File: config.mk
export PLATFORM = sky130hd
export DESIGN_NAME = restoring_divider
export DESIGN_NICKNAME = d
export VERILOG_FILES = /design/src/rtl/restoring_divider.sv
export SDC_FILE = /design/constraint.sdc
export NUM_CORES = 1
export LEC_CHECK = 0
export BUFFER_PORTS_ARGS = -buffer_cell sky130_fd_sc_hd__buf_2
export CORE_ASPECT_RATIO = 1.1
export CORE_MARGIN = 5
export CORE_UTILIZATION = 40
export DETAILED_ROUTE_END_ITERATION = 8
export PLACE_DENSITY = 0.64
export SYNTH_ARGS = -nofsm -noshare
export SYNTH_HDL_FRONTEND = slang
export SYNTH_SLANG_ARGS = --single-unit
File: constraint.sdc
create_clock -name clk -period 3.1 [get_ports clk]
set_clock_uncertainty 0.1 [all_clocks]
set_input_delay 0.62 -clock clk [delete_from_list [all_inputs] [get_ports clk]]
set_output_delay 0.62 -clock clk [all_outputs]
set_load 0.02 [all_outputs]
File: src/rtl/restoring_divider.sv
// Sequential unsigned restoring divider: one quotient bit per clock, registered results and a one-cycle done.
// Optional `DIV_SIGNED_EN: two's-complement operands, with an extra FIX cycle that applies the result signs.
module restoring_divider #(
  parameter int unsigned WIDTH = 8
) (
  input  logic             clk,
  input  logic             rst,
  input  logic             start,
  input  logic [WIDTH-1:0] a,
  input  logic [WIDTH-1:0] b,
  output logic             busy,
  output logic             done,
  output logic [WIDTH-1:0] quotient,
  output logic [WIDTH-1:0] remainder,
  output logic             div_by_zero
);

  localparam int unsigned CW = (WIDTH > 1) ? $clog2(WIDTH) : 1;

`ifdef DIV_SIGNED_EN
  typedef enum logic [1:0] {S_IDLE, S_RUN, S_FIX} state_t;
`else
  typedef enum logic [1:0] {S_IDLE, S_RUN} state_t;
`endif

  state_t           r_state;
  state_t           w_state_next;
  logic [WIDTH:0]   r_p;
  logic [WIDTH-1:0] r_q;
  logic [WIDTH-1:0] r_d;
  logic [CW-1:0]    r_cnt;
  logic             r_done;
  logic [WIDTH-1:0] r_quotient;
  logic [WIDTH-1:0] r_remainder;
  logic             r_dz;
`ifdef DIV_SIGNED_EN
  logic [WIDTH-1:0] r_a;
  logic             r_sa;
  logic             r_sb;
`endif

  logic [WIDTH-1:0] w_a_mag;
  logic [WIDTH-1:0] w_b_mag;
  logic [WIDTH:0]   w_p_shift;
  logic [WIDTH:0]   w_t;
  logic [WIDTH:0]   w_p_next;
  logic [WIDTH-1:0] w_q_next;
  logic             w_last;

  always_comb begin
`ifdef DIV_SIGNED_EN
    w_a_mag = a[WIDTH-1] ? (~a + 1'b1) : a;
    w_b_mag = b[WIDTH-1] ? (~b + 1'b1) : b;
`else
    w_a_mag = a;
    w_b_mag = b;
`endif
  end

  // One restoring step: shift {P,Q} left, trial-subtract D, keep P if the trial went negative.
  always_comb begin
    w_p_shift = {r_p[WIDTH-1:0], r_q[WIDTH-1]};
    w_t       = w_p_shift - {1'b0, r_d};
    w_p_next  = w_t[WIDTH] ? w_p_shift : w_t;
    w_q_next  = {r_q[WIDTH-2:0], ~w_t[WIDTH]};
    w_last    = (r_cnt == CW'(WIDTH - 1));
  end

  always_ff @(posedge clk or posedge rst) begin
    if (rst) r_state <= S_IDLE;
    else     r_state <= w_state_next;
  end

  always_comb begin
    w_state_next = r_state;
    case (r_state)
      S_IDLE: if (start) w_state_next = S_RUN;
`ifdef DIV_SIGNED_EN
      S_RUN:  if (w_last) w_state_next = S_FIX;
      S_FIX:  w_state_next = S_IDLE;
`else
      S_RUN:  if (w_last) w_state_next = S_IDLE;
`endif
      default: w_state_next = S_IDLE;
    endcase
  end

  always_comb begin
    busy        = (r_state != S_IDLE);
    done        = r_done;
    quotient    = r_quotient;
    remainder   = r_remainder;
    div_by_zero = r_dz;
  end

  always_ff @(posedge clk or posedge rst) begin
    if (rst) begin
      r_p         <= '0;
      r_q         <= '0;
      r_d         <= '0;
      r_cnt       <= '0;
      r_done      <= 1'b0;
      r_quotient  <= '0;
      r_remainder <= '0;
      r_dz        <= 1'b0;
`ifdef DIV_SIGNED_EN
      r_a         <= '0;
      r_sa        <= 1'b0;
      r_sb        <= 1'b0;
`endif
    end else begin
      r_done <= 1'b0;
      case (r_state)
        S_IDLE: begin
          if (start) begin
            r_p   <= '0;
            r_q   <= w_a_mag;
            r_d   <= w_b_mag;
            r_cnt <= '0;
`ifdef DIV_SIGNED_EN
            r_a   <= a;
            r_sa  <= a[WIDTH-1];
            r_sb  <= b[WIDTH-1];
`endif
          end
        end
        S_RUN: begin
          r_p   <= w_p_next;
          r_q   <= w_q_next;
          r_cnt <= w_last ? '0 : r_cnt + 1'b1;
`ifndef DIV_SIGNED_EN
          if (w_last) begin
            r_quotient  <= w_q_next;
            r_remainder <= w_p_next[WIDTH-1:0];
            r_dz        <= (r_d == '0);
            r_done      <= 1'b1;
          end
`endif
        end
`ifdef DIV_SIGNED_EN
        // Divide-by-zero bypasses the sign fix so the result stays all-ones r a.
        S_FIX: begin
          r_quotient  <= ((r_d != '0) && (r_sa != r_sb)) ? (~r_q + 1'b1) : r_q;
          r_remainder <= (r_d == '0) ? r_a :
                         (r_sa ? (~r_p[WIDTH-1:0] + 1'b1) : r_p[WIDTH-1:0]);
          r_dz        <= (r_d == '0);
          r_done      <= 1'b1;
        end
`endif
        default: ;
      endcase
    end
  end

endmodule
-- After elaboration in Yosys (flattened, before gate mapping)
Cells that the tools add are included.
- output and inout port bits: 19
- word-level logic and storage cells: 37
- input bits: 19
- bits in registers: 47
- equality and inequality tests: 4
- bitwise logic cells: 1
- multiplexer cells: 13
- reductions and logical operators: 8
- add/sub/neg operators: 2
- operator list (kind ; number):
    8-bit case mux with 2 select lines ; 2
    8-bit 2-to-1 mux ; 3
    9-bit by 8-bit subtractor with 9-bit output ; 1
    8-bit logical NOT ; 1
    2-bit AND reduction ; 4
    3-bit 2-to-1 mux ; 2
    3-bit case mux with 2 select lines ; 1
    2-bit 2-to-1 mux ; 2
    2-bit != test (second input constant) ; 2
    2-bit case mux with 2 select lines ; 1
    2-bit nonzero test ; 2
    3-bit by 1-bit adder with 3-bit output (second input constant) ; 1
    3-bit equality test (second input constant) ; 1
    2-bit by 1-bit equality test with 1-bit output (second input constant) ; 1
    2-bit logical NOT ; 1
    1-bit 2-to-1 mux ; 2
    1-bit inverter ; 1

-- Depth between registers and ports, before layout
- depth after elaboration: 3
- gate-level depth with buffers: 10
- mapped depth without buffers: 9

-- Least setup slack after synthesis
OpenSTA, ideal clock, no wires.
- path kind: reg-to-reg
- start point: reg r_q[7]
- end point: reg r_remainder[2], in the netlist remainder[2]
- clock period less this slack: 2.644 ns
- arrival time: 2.419 ns
- path buffers: 0
- data required time: 2.875 ns
- path slack: 0.456 ns
- stages on the path, launching flop included: 10
- library setup time: 0.125 ns
- path through: dfrtp_1 -> inv_1 -> ha_1 -> inv_1 -> fa_1 -> a211oi_4 -> o211ai_2 -> a221oi_2 -> mux2_1 -> mux2_2
- cells in the longest elaborated chain, start to end: 2
- ends and longest elaborated chain (what ; line ; RTL):
    start, declared ; 29 ; logic [WIDTH-1:0] r_q;
    start signal, assigned ; 117 ; r_q <= w_a_mag;
    start signal, assigned ; 129 ; r_q <= w_q_next;
    9-bit by 8-bit subtractor with 9-bit output ; 63 ; w_t = w_p_shift - {1'b0, r_d};
    8-bit 2-to-1 mux ; 64 ; w_p_next = w_t[WIDTH] ? w_p_shift : w_t;
    end signal, assigned ; 134 ; r_remainder <= w_p_next[WIDTH-1:0];
    end, declared ; 34 ; logic [WIDTH-1:0] r_remainder;
Every way passes these cells.
A chain may end at the register's enable or synchronous reset.

-- Final worst setup path
Same ends and word-level chain as after synthesis.

==> run metrics <==
CP delay by family, top compound AO/OA/AOI/OAI gates; #FFs+latches synth 46; Vias/cell ~5.1; Buf+Inv Stages, Crit Path 2; DR pass1 iterations 4; antenna violations before repair 0; multi-input logic area 1090 um2; Std-Cell Rows 29; CP Capture Type flip-flop; Sink Count 46; total power 3.61 mW; R2R Path End remainder[2]; slew margin rel. a little over a third; RSZ-0062 raised after global routing false; CTS tree done; peak supply drop about 0.54 mV; PostCTS Resize Cnt 0; reg2reg start r_q[7]; max cap viols 0; syn nets 257; post-route ant nets 0; CTS Buf Count 5; max incr delay on CP 0.43 ns; Placed Instances between 300 and 400; reg2reg path depth 9; asr flop ratio synth 100%; Max Clk Rate about 370 MHz; Hold Path Origin quotient[0]; P_leak about 1.3 nW; Storage cell area 1150 um2; most used cell along the critical path inv_1; Hold Crit Class flip-flop to flip-flop; Clock Tree Buf Depth 2; buffer count from post-CTS setup fixing 0; mean post-synth cell area a little over 10 um2; Slowest cell on crit path fa_1; gr ovfl total 0; first-pass GRT wire length 8670 um; CTS Hold Buffers Added 0; CTS H-tree lvls 2; Slew Viols, Final 0; final hold vios 0; NumNets Final 296; CP Launch Type flip-flop; final wirelength between 4000 and 5000 um; warning count from the yosys run 0; fraction of layout cells with a size suffix above 1 between 20% and 30%; CP max FO 4; Synth Instances between 200 and 250; Placeable Area 5730 um2; EDFF count, synth 0; Period minus WS final 2.70 ns; Avg WL per Cell ~14 um; CTS clk-pin slew, worst paths 0.08 ns; critical path type flip-flop to flip-flop; Fin Setup TNS 0 ns; power per cell area 1320 nW/um2; DRC 0; worst hold path cell count 2; register area share after synthesis 49.1%; Finished Layout Cells 343; final setup vio count 0; Syn-to-layout area delta 16.4%; reg-to-reg setup timing slack 0.40 ns; Final GP Congestion 0.893; crit-path cells inv_1 -> ha_1 -> inv_1 -> fa_1 -> a211oi_4 -> o211ai_2 -> a221oi_2 -> mux2_1 -> mux2_2; Distinct cells, synth 40; Hold EP quotient[0]; worst skew pair latency 0.30 ns; dpl hpwl 3690 um; final worst-path cycle share 87.1%; Slew @ Worst Pin 0.949 ns; die height ~90 um; Synth Cell Area about 2300 um2; Fill cells 579; violation count after the first detailed-route iteration between 90 and 100; Ports 38; die width 83.0 um; largest net degree at the start of global routing 47; die area 7490 um2; number of diodes 0; Crit path required time 3.18 ns; vias in the first global route 1803; Total GRT Usage approximately 14%; Crit path arrival time 2.79 ns; Starting Density 40.9%; status complete, no violations; via count 1761; main flop type after synthesis dfrtp_1; CTS Root Cell clkbuf_8; I/O Buffers 37
routing by layer:
layer | track usage, % | routed length (um) | share of wire (%)
met4 | 6.54 | 123 | 2.5
met5 | 0 | 0 | 0
met3 | 2.55 | 194 | 3.9
met2 | 24.1 | 2470 | 50
met1 | 17.7 | 2170 | 44
tightest hold or removal path: stages, from the launching register on:
cell and delay (ns):
dfrtp_1 0.35, nand2_1 0.05, nand2_1 0.05
where the power goes:
part	internal, mW	leakage, nW	switching, mW
clock	0.258	0.0573	0.196
sequential	0.899	0.563	0.207
combinational	0.894	0.705	1.16
total	2.05	1.32	1.56
kinds of logic after synthesis:
family          share of synthesized area, %
flops                                   49.1
xor+xnor                                1.49
simple gates                            11.4
fa+ha+maj                               6.19
mux                                     11.7
buf+inv                                 4.38
compound gates                          15.6
sequential cells by signal (all words and copies together), names as in the netlist:
name,cells
quotient,8
r_d,8
r_p,8
r_q,8
remainder,8
r_cnt,3
div_by_zero,1
done,1
r_state,1
how the worst max path moves through the flow:
stage	start	endpoint	slack [ns]	depth (start not counted)
6_report	r_q[7]	remainder[2]	0.40	9
5_1_grt	r_q[7]	remainder[0]	0.27	10
4_1_cts	r_q[7]	remainder[2]	0.37	9
3_5_place_dp	r_q[7]	remainder[2]	0.41	9
3_3_place_gp	r_q[7]	remainder[2]	0.46	9
2_1_floorplan	r_q[7]	remainder[2]	0.46	9
synth_stat cells (2+ instances only):
master | n | share of area, %
a211oi_1 | 2 | 0.64
mux2_2 | 11 | 5.3
nor4_1 | 2 | 0.53
nand2b_1 | 3 | 0.80
o221ai_1 | 2 | 0.75
a21oi_1 | 5 | 1.1
inv_1 | 14 | 2.2
o22ai_1 | 4 | 1.1
a21oi_2 | 2 | 0.75
nor2_1 | 7 | 1.1
nand3_1 | 4 | 0.85
dfrtp_1 | 46 | 49
o21ai_1 | 7 | 1.5
xor2_1 | 4 | 1.5
a21o_1 | 2 | 0.64
mux2i_1 | 14 | 6.0
o21ai_0 | 20 | 4.3
nor3b_1 | 2 | 0.64
ha_1 | 10 | 5.3
nand2_1 | 38 | 6.1
and3_1 | 2 | 0.53
clkbuf_1 | 7 | 1.1
o211ai_2 | 2 | 1.1
layout by cell type, fill, tap and decap left out, drive strengths merged, types with 2 or more instances in the layout:
cell type,synthesis,routed
a21o,2,2
dfrtp,46,46
o211ai,2,2
o221ai,2,2
nand2b,3,3
buf,3,42
clkbuf,7,6
nor4,2,2
xor2,4,4
inv,15,15
and3,2,2
nor3b,2,2
a211oi,3,3
a21oi,7,7
o22ai,4,4
mux2,12,12
nor2,7,7
o21ai,27,27
ha,10,10
nand2,38,38
mux2i,14,14
nand3,4,4
metrics by stage:
stage	utilization (%)	instance area, um2	hold WS (ns)	setup WS, ns
final	47.6	2730	0.376	0.399
after CTS	47.6	2730	0.381	0.374
after detailed placement	45.6	2620	0.360	0.407
after global placement	45.6	2620	0.357	0.457
after floorplan	-	2340	0.365	0.456
after global routing	47.6	2730	0.417	0.267
layout make-up:
type	count	share of cell area (%)
multi-input combinational	156	39.9
timing repair buffer	42	8.16
clock inverter	1	1.10
tap	77	3.53
clock buffer	6	3.03
sequential	46	42.2
inverter	15	2.06
Note: power is estimated with default switching activity, not from simulation.
